<file path="src/rtl/grid_overlay_gen.sv">
// rtl/grid_overlay_gen.sv - oscilloscope graticule, cursor and background overlay, 2-stage pipeline
//
// Purpose: draws the dashed plot frame, unit grid and a cursor pair over the
// plot area and paints the surround with the background colour. Stage 1
// registers the pixel position and tracks the in-division offsets with
// counters; stage 2 resolves colour priority and registers the outputs.
// Optional feature: define GRID_CENTER_AXIS_EN for solid centre axes with ticks.
//
// Ports:
//   clk_grid, rst_grid           pixel clock, synchronous active-high reset
//   xpos_grid, ypos_grid         current pixel position (12 bit)
//   color_grid/back/cur/axis     colour inputs (CW bit)
//   cur_wr, cur_x, cur_y, cur_on cursor shadow write strobe and values
//   cur_pend                     shadow written but not yet applied
//   grid_hit, data_grid          line-pixel flag and pixel colour, 2 clk after position

module grid_overlay_gen #(
   parameter int H_DISP    = 800,
   parameter int V_DISP    = 600,
   parameter int BORDER    = 44,
   parameter int SCR_W     = 512,
   parameter int SCR_H     = 512,
   parameter int WORD_AREA = 200,
   parameter int UNIT      = 64,
   parameter int DASH_LOG2 = 2,
   parameter int CW        = 16
) (
   input  logic          clk_grid,
   input  logic          rst_grid,
   input  logic [11:0]   xpos_grid,
   input  logic [11:0]   ypos_grid,
   input  logic [CW-1:0] color_grid,
   input  logic [CW-1:0] color_back,
   input  logic [CW-1:0] color_cur,
   input  logic [CW-1:0] color_axis,
   input  logic          cur_wr,
   input  logic [11:0]   cur_x,
   input  logic [11:0]   cur_y,
   input  logic          cur_on,
   output logic          cur_pend,
   output logic          grid_hit,
   output logic [CW-1:0] data_grid
);

   localparam int UW = $clog2(UNIT);

   localparam logic [11:0] X_BEG  = 12'(BORDER);
   localparam logic [11:0] X_PEND = 12'(BORDER + SCR_W);
   localparam logic [11:0] X_FEND = 12'(BORDER + SCR_W + WORD_AREA);
   localparam logic [11:0] Y_BEG  = 12'(BORDER);
   localparam logic [11:0] Y_PEND = 12'(BORDER + SCR_H);
   localparam logic [11:0] H_END  = 12'(H_DISP);
   localparam logic [11:0] V_END  = 12'(V_DISP);

   // stage 1 state
   logic [11:0]   x1_q, y1_q;
   logic          v1_q, v1_d;
   logic [UW-1:0] x_off_q, x_off_d;
   logic [UW-1:0] y_off_q, y_off_d;

   // cursor shadow / active
   logic [11:0]   sh_x_q, sh_y_q, act_x_q, act_y_q;
   logic          sh_on_q, act_on_q, cur_pend_q;

   // stage 2 outputs
   logic [CW-1:0] data_q, data_d;
   logic          hit_q, hit_d;

   logic frame_start;
   assign frame_start = (xpos_grid == 12'd0) && (ypos_grid == 12'd0);

   // Offsets rely on xpos stepping by one per clock and on every line
   // starting at xpos 0, so no divider is needed.
   always_comb begin
      v1_d    = (xpos_grid < H_END) && (ypos_grid < V_END);
      x_off_d = '0;
      if ((xpos_grid > X_BEG) && (xpos_grid <= X_PEND))
         x_off_d = x_off_q + 1'b1;
      y_off_d = y_off_q;
      if (xpos_grid == 12'd0)
         y_off_d = (ypos_grid == Y_BEG) ? '0 : y_off_q + 1'b1;
   end

   always_ff @(posedge clk_grid) begin
      if (rst_grid) begin
         x1_q    <= '0;
         y1_q    <= '0;
         v1_q    <= 1'b0;
         x_off_q <= '0;
         y_off_q <= '0;
      end else begin
         x1_q    <= xpos_grid;
         y1_q    <= ypos_grid;
         v1_q    <= v1_d;
         x_off_q <= x_off_d;
         y_off_q <= y_off_d;
      end
   end

   // A write on the frame-start cycle bypasses the shadow so it takes effect
   // in the frame that is just beginning.
   always_ff @(posedge clk_grid) begin
      if (rst_grid) begin
         sh_x_q     <= '0;
         sh_y_q     <= '0;
         sh_on_q    <= 1'b0;
         act_x_q    <= '0;
         act_y_q    <= '0;
         act_on_q   <= 1'b0;
         cur_pend_q <= 1'b0;
      end else if (frame_start) begin
         cur_pend_q <= 1'b0;
         if (cur_wr) begin
            sh_x_q   <= cur_x;
            sh_y_q   <= cur_y;
            sh_on_q  <= cur_on;
            act_x_q  <= cur_x;
            act_y_q  <= cur_y;
            act_on_q <= cur_on;
         end else begin
            act_x_q  <= sh_x_q;
            act_y_q  <= sh_y_q;
            act_on_q <= sh_on_q;
         end
      end else if (cur_wr) begin
         sh_x_q     <= cur_x;
         sh_y_q     <= cur_y;
         sh_on_q    <= cur_on;
         cur_pend_q <= 1'b1;
      end
   end

   // stage 2 decode
   logic        in_plot, cur_hit, hframe_hit, vline_hit, hgrid_hit, outside;
   logic [12:0] cur_vx, cur_vy;

   // 13-bit sums so an out-of-range cursor offset can never alias into the plot
   assign cur_vx = 13'(BORDER) + {1'b0, act_x_q};
   assign cur_vy = 13'(BORDER) + {1'b0, act_y_q};

   assign in_plot = (x1_q >= X_BEG) && (x1_q < X_PEND) && (y1_q >= Y_BEG) && (y1_q < Y_PEND);

   assign cur_hit = act_on_q && in_plot &&
                    (({1'b0, x1_q} == cur_vx) || ({1'b0, y1_q} == cur_vy));

   assign hframe_hit = ((y1_q == Y_BEG) || (y1_q == Y_PEND)) &&
                       (x1_q >= X_BEG) && (x1_q <= X_FEND) && x1_q[DASH_LOG2];

   assign vline_hit = (((x_off_q == '0) && (x1_q >= X_BEG) && (x1_q <= X_PEND)) ||
                       (x1_q == X_FEND)) &&
                      (y1_q >= Y_BEG) && (y1_q < Y_PEND) && y1_q[DASH_LOG2];

   assign hgrid_hit = (y_off_q == '0) && (y1_q > Y_BEG) && (y1_q < Y_PEND) &&
                      (x1_q >= X_BEG) && (x1_q < X_PEND) && x1_q[DASH_LOG2];

   assign outside = (x1_q < X_BEG) || (x1_q > X_FEND) || (y1_q < Y_BEG) || (y1_q > Y_PEND);

`ifdef GRID_CENTER_AXIS_EN
   localparam int          TKB     = $clog2(UNIT / 4);
   localparam logic [11:0] AX_X    = 12'(BORDER + SCR_W / 2);
   localparam logic [11:0] AX_Y    = 12'(BORDER + SCR_H / 2);
   localparam logic [11:0] AX_X_LO = 12'(BORDER + SCR_W / 2 - 3);
   localparam logic [11:0] AX_X_HI = 12'(BORDER + SCR_W / 2 + 3);
   localparam logic [11:0] AX_Y_LO = 12'(BORDER + SCR_H / 2 - 3);
   localparam logic [11:0] AX_Y_HI = 12'(BORDER + SCR_H / 2 + 3);

   logic axis_hit, tick_v, tick_h;

   // Offsets modulo UNIT also give the UNIT/4 tick phase from their low bits.
   assign tick_v   = (y_off_q[TKB-1:0] == '0) && (x1_q >= AX_X_LO) && (x1_q <= AX_X_HI);
   assign tick_h   = (x_off_q[TKB-1:0] == '0) && (y1_q >= AX_Y_LO) && (y1_q <= AX_Y_HI);
   assign axis_hit = in_plot && ((x1_q == AX_X) || (y1_q == AX_Y) || tick_v || tick_h);
`else
   logic unused_axis;
   assign unused_axis = ^color_axis;
`endif

   always_comb begin
      data_d = '0;
      hit_d  = 1'b0;
      if (!v1_q) begin
         data_d = '0;
      end else if (cur_hit) begin
         data_d = color_cur;
         hit_d  = 1'b1;
`ifdef GRID_CENTER_AXIS_EN
      end else if (axis_hit) begin
         data_d = color_axis;
         hit_d  = 1'b1;
`endif
      end else if (hframe_hit || vline_hit || hgrid_hit) begin
         data_d = color_grid;
         hit_d  = 1'b1;
      end else if (outside) begin
         data_d = color_back;
      end
   end

   always_ff @(posedge clk_grid) begin
      if (rst_grid) begin
         data_q <= '0;
         hit_q  <= 1'b0;
      end else begin
         data_q <= data_d;
         hit_q  <= hit_d;
      end
   end

   assign data_grid = data_q;
   assign grid_hit  = hit_q;
   assign cur_pend  = cur_pend_q;

endmodule

</file>
<file path="config.mk">
export PLATFORM = sky130hd
export DESIGN_NAME = grid_overlay_gen
export DESIGN_NICKNAME = d
export VERILOG_FILES = /design/src/rtl/grid_overlay_gen.sv
export SDC_FILE = /design/constraint.sdc
export NUM_CORES = 1
export LEC_CHECK = 0
export ABC_AREA = 1
export BUFFER_PORTS_ARGS = -buffer_cell sky130_fd_sc_hd__buf_2
export CORE_ASPECT_RATIO = 0.7
export CORE_MARGIN = 4
export CORE_UTILIZATION = 30
export CTS_CLUSTER_DIAMETER = 80
export DETAILED_ROUTE_END_ITERATION = 16
export PLACE_DENSITY = 0.57
export SKIP_CTS_REPAIR_TIMING = 1
export SYNTH_ARGS = -nofsm -noshare
export SYNTH_HDL_FRONTEND = slang
export SYNTH_SLANG_ARGS = --single-unit
</file>
<file path="constraint.sdc">
create_clock -name clk_grid -period 1.8 [get_ports clk_grid]
set_clock_uncertainty 0.05 [all_clocks]
set_input_delay 0.18 -clock clk_grid [delete_from_list [all_inputs] [get_ports clk_grid]]
set_output_delay 0.18 -clock clk_grid [all_outputs]
set_load 0.02 [all_outputs]
</file>
# ---- Word-level counts from Yosys, hierarchy flattened
# Index checks and enable logic that the tools add are counted.
dict set report word_totals {
  reg_bits 105
  input_bits 116
  out_inout_bits 18
}
dict set report op_classes {
  add_sub_neg 4
  n_lt_le_gt_ge 15
  n_eq_ne 6
  n_mux 9
  bitwise 2
  n_reduce_logical 36
}
# operator n
set ops {}
lappend ops {{< comparator 12 x 10 -> 1 bit, second input constant} 4}
lappend ops {{two-way mux 16 bit} 3}
lappend ops {{less-or-equal comparator 12 x 10 -> 1 bit, second input constant} 3}
lappend ops {{adder 6 x 12 -> 13 bit, first input constant} 2}
lappend ops {{equality test 12 x 13 -> 1 bit} 2}
lappend ops {{equality test 12 x 10 -> 1 bit, second input constant} 2}
lappend ops {{equality test 12 x 6 -> 1 bit, second input constant} 2}
lappend ops {{>= comparator 12 x 6 -> 1 bit, second input constant} 2}
lappend ops {{> comparator 12 x 10 -> 1 bit, second input constant} 2}
lappend ops {{> comparator 12 x 6 -> 1 bit, second input constant} 2}
lappend ops {{logical NOT 12 bit} 2}
lappend ops {{< comparator 12 x 6 -> 1 bit, second input constant} 2}
lappend ops {{two-way mux 12 bit} 2}
lappend ops {{logical AND 1 bit} 21}
lappend ops {{adder 6 x 1 -> 6 bit, second input constant} 2}
lappend ops {{logical NOT 6 bit} 2}
lappend ops {{logical OR 1 bit} 8}
lappend ops {{two-way mux 6 bit} 1}
lappend ops {{OR reduction 2 bit} 3}
lappend ops {{two-way mux 1 bit} 3}
lappend ops {{inverter 1 bit} 2}

# ---- Depth between registers and ports, before layout
# Gate-level depths: netlist of run 1.
dict set report logic_depth {
  ltp_word 11
  mapped_depth 19
}

# ---- Least setup slack after synthesis of run 1
# Ideal clock, no wire load.
dict set report synth_timing {
  path_type {register to register}
  start {register act_x_q[2]}
  end {register data_q[10], in the netlist data_grid[10]}
  t_arrival_ns 1.765
  required_time_ns 1.638
  setup_slack_ns -0.128
  path_stages_with_launch 18
  n_path_buf 1
  cell_sequence {dfxtp_1 inv_2 ha_1 inv_1 nand2_1 nand2_1 nand3_1 nand2_1 nand2_1 nor2_1 nand2_1 nor2_1 nand2_1 nand2_2 buf_2 nand3b_1 nand2_1 nor2_2}
}
dict set report synth_between {
  elab_chain_cells 5
}
# element line
set synth_rtl {}
lappend synth_rtl {{start: declaration} 62} ;# logic [11:0] sh_x_q, sh_y_q, act_x_q, act_y_q;
lappend synth_rtl {{start signal: assignment} 117} ;# act_x_q <= cur_x;
lappend synth_rtl {{start signal: assignment} 121} ;# act_x_q <= sh_x_q;
lappend synth_rtl {{adder 6 x 12 -> 13 bit} 138} ;# assign cur_vx = 13'(BORDER) + {1'b0, act_x_q};
lappend synth_rtl {{equality test 12 x 13 -> 1 bit} 144} ;# (({1'b0, x1_q} == cur_vx) || ({1'b0, y1_q} == cur_vy));
lappend synth_rtl {{logical OR 1 bit} 144}
lappend synth_rtl {{logical AND 1 bit} 143} ;# assign cur_hit = act_on_q && in_plot &&
lappend synth_rtl {{two-way mux 16 bit} 183} ;# end else if (cur_hit) begin
lappend synth_rtl {{end signal: assignment} 204} ;# data_q <= data_d;
lappend synth_rtl {{end: declaration} 66} ;# logic [CW-1:0] data_q, data_d;
# Every way passes these cells.
# A chain may end at the register's enable or synchronous reset.

# ---- Final worst setup path of run 1
dict set report layout_timing {
  start {register act_y_q[2]}
  end {register data_q[11], in the netlist data_grid[11]}
}
dict set report layout_between {
  elab_chain_cells 5
}
# element line
set layout_rtl {}
lappend layout_rtl {{start: declaration} 62}
lappend layout_rtl {{start signal: assignment} 118} ;# act_y_q <= cur_y;
lappend layout_rtl {{start signal: assignment} 122} ;# act_y_q <= sh_y_q;
lappend layout_rtl {{adder 6 x 12 -> 13 bit} 139} ;# assign cur_vy = 13'(BORDER) + {1'b0, act_y_q};
lappend layout_rtl {{equality test 12 x 13 -> 1 bit} 144}
lappend layout_rtl {{logical OR 1 bit} 144}
lappend layout_rtl {{logical AND 1 bit} 143}
lappend layout_rtl {{two-way mux 16 bit} 183}
# Every way passes these cells.

==> reports/metrics.csv, run 1 <==
metric;value;unit
dp_hpwl;11.2;mm
timing.hold.ws;0.00201;ns
die_width;167;um
drv_slew;0;
drt_drc_violations_left;0;
slowest_delay;0.34;ns
diodes;0;
multiInputGateArea;2740;um2
row_count;40;
clk_latency;0.35;ns
holdPathStages;3;
wl;14.2;mm
finalSetupViolations;17;
antenna_found_initial;0;
drtAntennaViolNets;0;
ys_seq_area_share;39.7;%
relSlewSlack;65.7;%
syn_area_per_cell;6.79;um2
die-height;119;um
reg2reg_slack;-0.15;ns
path_delay_family;simple AND/OR/NAND/NOR gates;
cap_viol_max_count;0;
cp.required;1.99;ns
arrival;2.14;ns
p_per_area;742;nW/um2
tightestPinTransition;0.514;ns
viasPerCell;4.37;
crit_top_cell;nand2_1;
rsz0062_at_grt;true;
setup_ws;-0.149;ns
grt_max_degree;36;
wl_per_cell;12.0;um
syn_inst;780;
crit_slowest_cell;dfxtp_2;
hold_violations;0;
root_buffer;clkbuf_16;
violations;setup timing;
ys_ff_latch;105;
portBuffers;117;
first_global_vias;4938;
r2r_cells;14;
end_kind;flip-flop;
cp_num_cells;14;
p_leak;3.36;nW
start_util;30.8;%
crit_type;flip-flop to flip-flop;
global_route.usage.total;14.3;%
grt_pass1_wl;23.5;mm
vias;5138;
cp_max_fo;7;
async_reset_ff_share;0;%
fmax;0.513;GHz
design.die.area;19900;um2
ir_worst_vdd;414;uV
setup_tns;-2.11;ns
area_growth;31.3;%
status;complete, but fails checks;
worstSetupStartpointType;flip-flop;
yosysUniqueCellTypes;40;
regArea;2110;um2
fin_nets;1063;
finalWeightedCongestion;0.854;
fp.coreArea;17200;um2
finalCritPeriodShare;108;%
cts.sinks;105;
synth_edf_count;0;
drive_above_1_share;25.4;%
cts_made_buffers;9;
ios;134;
syn_nets;902;
grt_overflow;0;
drt_iter0_drc;316;
crit_chain;inv_2 -> ha_4 -> o21ai_4 -> nand2_1 -> nand2_1 -> nand2_1 -> nand3b_1 -> nor2_2 -> nand2_2 -> nand2_4 -> buf_6 -> nand3b_1 -> nand2_1 -> nor2_2;
synth_flop_cell;dfxtp_1;
period_needed;1.95;ns
yosysWarnings;0;
synth_area;5300;um2
htreeDepth;3;
cts_tree;done;
crit_buf_inv;2;
fillers;1867;
min_path_type;primary input to flip-flop;
drtPass1Iterations;5;
clockBufferDepth;2;
clkTransAtPathRegs;0.07;ns
-- final timing paths --
path,start,to
max,act_y_q[2]$_SDFFE_PP0P_,data_grid[11]$_SDFF_PP0_
min,xpos_grid[7],x1_q[7]$_SDFF_PP0_
max reg2reg,act_y_q[2]$_SDFFE_PP0P_,data_grid[11]$_SDFF_PP0_
min reg2reg,x_off_q[0]$_SDFF_PP0_,x_off_q[0]$_SDFF_PP0_
-- power by group --
part	internal [mW]	switching (mW)
Sequential	2.39	0.0412
Clock	1.26	0.894
Combinational	0.254	0.321
-- registers in the layout (all words and copies together), names as in the netlist --
signal,flops
sh_x_q,12
x1_q,12
v1_q,1
x_off_q,6
act_x_q,12
sh_y_q,12
grid_hit,1
data_grid,16
y1_q,12
sh_on_q,1
cur_pend,1
act_y_q,12
y_off_q,6
act_on_q,1
-- cell type report --
type                            count  share of cell area (%)
Clock inverter                      6                    1.29
Sequential cell                   105                    30.3
Tap cell                          231                    4.15
Inverter                          108                    5.83
Multi-Input combinational cell    543                    39.4
Clock buffer                       10                    3.44
Timing Repair Buffer              174                    15.6
-- Yosys cell counts, types with 13 or more instances --
library cell / number / share of area, %
nand2_1: 193 / 14
nor2_1: 124 / 8.8
dfxtp_1: 105 / 40
inv_1: 104 / 7.4
a21oi_1: 35 / 3.3
nand3_1: 33 / 3.1
nand3b_1: 21 / 3.0
o21ai_0: 20 / 1.9
a21boi_0: 15 / 2.1
clkbuf_1: 13 / 0.92
nand2_2: 13 / 1.5
-- stage by stage --
stage	util [%]	cells	total power [mW]	cell area (um2)	setup slack, ns
after CTS	40.0	1175	5.22	6890	-0.365
final	40.4	1177	5.16	6960	-0.149
after global placement	38.1	1159	3.05	6560	-0.322
after global routing	40.4	1177	5.41	6960	-0.350
after floorplan	-	780	2.82	5320	-0.00978
after detailed placement	38.1	1159	3.06	6560	-0.339
-- per-layer routing --
layer	track usage [%]	share of wire [%]
met5	0	0
met3	3.19	4.9
met1	20.7	52
met4	3.58	1.3
met2	21.7	42
-- placed cells by master, fill, tap and decap left out, drive strengths merged, types with 11 or more instances in the layout --
master,count
nand2,207
a21boi,16
a21oi,35
nand3b,21
nand3,34
a22oi,11
buf,173
nor3,11
o21ai,23
inv,109
nor2,137
dfxtp,105
-- worst reg2reg max path, cell delays in order (launching register included) --
cell      delay (ns)
dfxtp_2         0.34
inv_2           0.05
ha_4            0.17
o21ai_4         0.20
nand2_1         0.08
nand2_1         0.06
nand2_1         0.04
nand3b_1        0.16
nor2_2          0.12
nand2_2         0.10
nand2_4         0.13
buf_6           0.14
nand3b_1        0.08
nand2_1         0.08
nor2_2          0.05
-- logic make-up (layout without fill, tap and decap cells) --
group / after synthesis / in the layout / share of synthesized area, %
flip-flops: 105 / 105 / 39.7
adder cells (fa/ha/maj): 6 / 6 / 1.42
buffers and inverters: 132 / 298 / 9.71
XOR/XNOR: 17 / 17 / 3.07
AND/OR/NAND/NOR: 428 / 428 / 35.7
AO/OA/AOI/OAI: 92 / 92 / 10.4
No activity file was read; power rests on OpenSTA's default activity.
==> inputs of run 2 (changes only) <==
Settings changed: CORE_UTILIZATION 30 to 37, PLACE_DENSITY 0.57 to 0.66.
==> reports/metrics.csv, run 2 (synthesized netlist as in run 1, its figures left out) <==
metric;value;unit
dp_slack;-0.238;ns
drtPass1Iterations;5;
portBuffers;117;
clockBufferDepth;2;
finalSetupViolations;17;
period_needed;2.00;ns
finalCritPeriodShare;111;%
dp_hpwl;10.4;mm
seqPwrFrac;48.3;%
root_buffer;clkbuf_16;
die_width;151;um
vias;5163;
p_sw;1.23;mW
p_per_area;726;nW/um2
holdPathStages;3;
drive_above_1_share;25.9;%
area_growth;30.7;%
viasPerCell;4.56;
relSlewSlack;65.2;%
rsz0062_at_grt;true;
instances_no_fill;1132;
fin_nets;1059;
internal-power;3.80;mW
drt_drc_violations_left;0;
clk_latency;0.35;ns
cts_made_buffers;9;
dp_cells;1111;
tightestPinTransition;0.522;ns
drv_slew;0;
layout_common_cells;nand2_1 (185), nor2_1 (120), buf_2 (117);
mostFrequentLayoutCell;nand2_1;
drtAntennaViolNets;0;
ir_worst_vdd;413;uV
total_power;5.03;mW
wl_per_cell;11.9;um
largest_reg_flops;16;
status;complete, but fails checks;
wl;13.4;mm
grt_max_degree;33;
ios;134;
first_global_vias;4656;
cap_viol_max_count;0;
hold_violations;0;
design.die.area;16300;um2
start_util;37.9;%
grt_overflow;0;
end_kind;flip-flop;
cts_tree;done;
pwr-share-clk;40.4;%
cts.sinks;105;
antenna_found_initial;0;
clkTransAtPathRegs;0.07;ns
crit_type;flip-flop to flip-flop;
finalWeightedCongestion;0.831;
diodes;0;
arrival;2.19;ns
pwr-share-comb;11.4;%
p_sw_share;24.4;%
fp.coreArea;14000;um2
r2r_cells;18;
reg2reg_slack;-0.20;ns
worstSetupStartpointType;flip-flop;
setup_tns;-2.96;ns
violations;setup timing;
cp_max_fo;8;
grt_pass1_wl;21.4;mm
drt_iter0_drc;257;
htreeDepth;3;
setup_ws;-0.200;ns
cp.required;1.99;ns
fmax;0.500;GHz
global_route.usage.total;16.2;%
p_leak;3.36;nW
die-height;108;um
min_path_type;primary input to flip-flop;
row_count;36;
-- run 2: cell types whose count changed in the layout (fill, tap and decap cells not counted), moves of 3 or more --
| cell | delta |
|---|---|
| a21boi_0 | +3 |
| a21boi_1 | -3 |
| nand2_1 | -4 |
| buf_4 | -6 |
-- run 2: power groups by stage --
stage	Combinational (mW)	Clock [mW]	Sequential (mW)
3_3_place_gp	0.560	0	2.48
5_1_grt	0.650	2.17	2.43
3_5_place_dp	0.564	0	2.48
2_1_floorplan	0.340	0	2.48
6_report	0.571	2.03	2.43
4_1_cts	0.567	2.09	2.43
-- run 2: per-layer routing --
metal	global-route usage, %	wire (um)	vias to the layer above
met1	22.7	6810	2292
met3	3.81	723	13
met5	0	0	-
met4	4.72	197	0
li1	-	-	2758
met2	24.9	5690	100
-- run 2: final timing paths --
kind	startpoint	endpoint
max	act_x_q[2]$_SDFFE_PP0P_	data_grid[14]$_SDFF_PP0_
min	xpos_grid[7]	x1_q[7]$_SDFF_PP0_
max reg2reg	act_x_q[2]$_SDFFE_PP0P_	data_grid[14]$_SDFF_PP0_
min reg2reg	x_off_q[0]$_SDFF_PP0_	x_off_q[0]$_SDFF_PP0_
-- run 2: critical path, stage by stage (launching register included) --
cell and delay [ns]:
dfxtp_2 0.33, inv_2 0.09, ha_4 0.16, inv_4 0.04
nand2_4 0.06, nand2_4 0.06, nand2_2 0.06, nand2_2 0.05
nand2_2 0.06, nand2_1 0.04, nor2_1 0.09, nand2_1 0.08
nor2_2 0.12, nand2_2 0.11, nand2_8 0.13, clkbuf_16 0.16
nand3b_1 0.07, nand2_1 0.08, nor2_2 0.04
-- run 2: stage by stage --
stage | hold slack, ns | area (um2) | util [%]
floorplan | 0.237 | 5320 | -
global placement | 0.354 | 6440 | 46.1
detailed placement | 0.358 | 6440 | 46.1
CTS | -0.0228 | 6750 | 48.4
global route | 0.00763 | 6920 | 49.6
finish | 0.00659 | 6920 | 49.6
-- run 2: layout make-up --
type | instances | area [um2]
sequential | 105 | 2110
multi-input combinational | 544 | 2790
clock buffer | 11 | 253
clock inverter | 5 | 61.3
tap | 190 | 238
inverter | 108 | 408
fill | 1430 | 7040
timing repair buffer | 169 | 1060
==> inputs of run 3 (changes only) <==
Settings changed: ABC_AREA 1 to unset, ABC_CLOCK_PERIOD_IN_PS set to 1800, CELL_PAD_IN_SITES_DETAIL_PLACEMENT set to 1, CELL_PAD_IN_SITES_GLOBAL_PLACEMENT set to 1, CORE_UTILIZATION 37 to 35, PLACE_DENSITY 0.66 to 0.8.
==> reports/metrics.csv, run 3 <==
metric;value;unit
crit_buf_inv;3;
async_reset_ff_share;0;%
period_needed;2.54;ns
seqPwrFrac;47.4;%
clockBufferDepth;2;
setup_tns;-22.78;ns
crit_chain;or3_4 -> a211o_4 -> mux2_4 -> buf_6 -> nand3_4 -> buf_6 -> nor4_4 -> nor2_4 -> buf_12 -> a311oi_2;
reg2reg_slack;-0.74;ns
regArea;2110;um2
end_kind;flip-flop;
antenna_found_initial;0;
status;complete, but fails checks;
fin_nets;879;
min_path_type;primary input to flip-flop;
finalWeightedCongestion;0.915;
fillers;1649;
met1_length;7.66;mm
grt_pass1_wl;25.5;mm
grt_overflow;0;
placed_area;6600;um2
pwr-share-clk;37.0;%
yosysWarnings;0;
yosys.area.top_type;dfxtp_1;
violations;setup timing;
rsz0062_at_grt;true;
cts_tree;done;
r2r_cells;10;
synth_area;4990;um2
clk_latency;0.36;ns
crit_top_cell;buf_6;
drv_slew;0;
top_layer;met4;
worstHoldStart;color_cur[7];
finalCritPeriodShare;141;%
holdPathStages;3;
p_leak;3.24;nW
syn_area_per_cell;9.13;um2
cts.sinks;105;
synth_top_area_share;42.1;%
total_power;5.11;mW
ios;134;
arrival;2.76;ns
global_route.usage.total;19.8;%
syn_inst;547;
drt_iter0_drc;193;
cp_max_fo;9;
yosysMostFrequentCell;dfxtp_1;
relSlewSlack;24.6;%
start_util;35.8;%
cts_made_buffers;9;
met3WireLength;686;um
p_sw_share;26.9;%
pwr-share-comb;15.6;%
worstSetupStartpointType;flip-flop;
p_per_area;709;nW/um2
internal-power;3.74;mW
fp.coreArea;14000;um2
cp.required;2.02;ns
portBuffers;117;
ys_seq_area_share;42.1;%
design.die.area;16300;um2
synth_edf_count;0;
yosysUniqueCellTypes;54;
crit_type;flip-flop to flip-flop;
first_global_vias;5129;
crit_slowest_cell;or3_4;
ys_ff_latch;105;
area_growth;44.4;%
die_width;151;um
diodes;0;
drt_drc_violations_left;0;
r2r-start;x1_q[11]$_SDFF_PP0_;
syn_nets;669;
htreeDepth;3;
drtPass1Iterations;5;
drive_above_1_share;37.7;%
mostFrequentLayoutCell;buf_2;
layout_common_cells;buf_2 (115), dfxtp_1 (101), buf_4 (89);
synth.area.top_cells;dfxtp_1 (42%), mux2i_1 (8.8%), nand2_1 (5.4%);
ir_worst_vdd;506;uV
vias;4894;
p_sw;1.38;mW
synth_flop_cell;dfxtp_1;
tightestPinTransition;1.13;ns
whs_endpoint;data_grid[7]$_SDFF_PP0_;
path_delay_family;simple AND/OR/NAND/NOR gates;
slowest_delay;0.39;ns
finalSetupViolations;49;
row_count;36;
cap_viol_max_count;0;
largest_reg_flops;16;
synth.cells.most_frequent;dfxtp_1 (105), nand2_1 (72), nor2_1 (47);
setup_ws;-0.738;ns
root_buffer;clkbuf_16;
dp_hpwl;12.4;mm
route.met2.wl;8.67;mm
wl;17.5;mm
multiInputGateArea;2980;um2
wl_per_cell;18.4;um
grt_max_degree;54;
hold_violations;0;
fmax;0.394;GHz
finalInstanceArea;7210;um2
r2r_end;grid_hit$_SDFF_PP0_;
drtAntennaViolNets;0;
clkTransAtPathRegs;0.07;ns
viasPerCell;5.14;
die-height;108;um
run 3: cell count changes in the layout (fill, tap and decap cells not counted), sizes merged, moves of 31 or more:
| cell | delta |
|---|---|
| nand2 | -136 |
| inv | -93 |
| nor2 | -85 |
| buf | +56 |
| mux2i | +44 |
| a21oi | -31 |
run 3: how the worst max path moves through the flow:
| stage | start | end | slack [ns] | cells after the start |
|---|---|---|---|---|
| detailed placement | xpos_grid[5] | act_x_q[8]$_SDFFE_PP0P_ | -0.88 | 8 |
| floorplan | xpos_grid[5] | act_on_q$_SDFFE_PP0P_ | -0.74 | 8 |
| global route | act_x_q[2]$_SDFFE_PP0P_ | grid_hit$_SDFF_PP0_ | -0.82 | 10 |
| CTS | y1_q[7]$_SDFF_PP0_ | data_grid[9]$_SDFF_PP0_ | -0.89 | 8 |
| finish | x1_q[11]$_SDFF_PP0_ | grid_hit$_SDFF_PP0_ | -0.74 | 10 |
| global placement | xpos_grid[5] | act_y_q[9]$_SDFFE_PP0P_ | -0.80 | 8 |
run 3: cell type report:
type | instances | area share, %
inverters | 13 | 0.677
clock buffers | 10 | 3.17
well taps | 190 | 3.30
clock inverters | 6 | 0.694
flip-flops and latches | 105 | 29.2
repair buffers | 224 | 21.6
multi-input cells | 404 | 41.3
run 3: per-stage QoR:
step	std cells	util, %	hold WS [ns]	setup slack, ns
floorplan	547	-	0.218	-0.742
global placement	916	47.2	0.371	-0.802
detailed placement	916	47.2	0.364	-0.885
CTS	932	49.2	-0.0190	-0.893
global route	952	51.6	0.0120	-0.821
finish	952	51.6	0.0151	-0.738
run 3: kinds of logic (layout without fill, tap and decap cells):
kind of cell	count (synthesis)	count (layout)	synth area share (%)
XOR/XNOR	39	39	6.84
multiplexers	46	46	9.27
AO/OA/AOI/OAI	106	106	16.4
flip-flops	105	105	42.1
adder cells (fa/ha/maj)	6	6	1.50
AND/OR/NAND/NOR	204	207	20.5
buffers and inverters	41	253	3.46
run 3: tightest hold or removal path, delay by kind of cell:
family	cells	cell delay, ns
buf+inv	1	0.09
simple gates	1	0.05
mux	1	0.05
run 3: power by group through the flow:
stage | clock network, mW | registers [mW] | logic [mW]
2_1_floorplan | 0 | 2.48 | 0.362
3_3_place_gp | 0 | 2.47 | 0.699
3_5_place_dp | 0 | 2.47 | 0.727
4_1_cts | 1.94 | 2.42 | 0.733
5_1_grt | 2.03 | 2.43 | 0.861
6_report | 1.89 | 2.42 | 0.799
run 3: routing by layer:
layer | global-route usage, % | vias to the layer above
met3 | 4.94 | 38
met4 | 6.53 | 0
met2 | 34.5 | 106
met5 | 0 | -
li1 | - | 2371
met1 | 23.9 | 2379
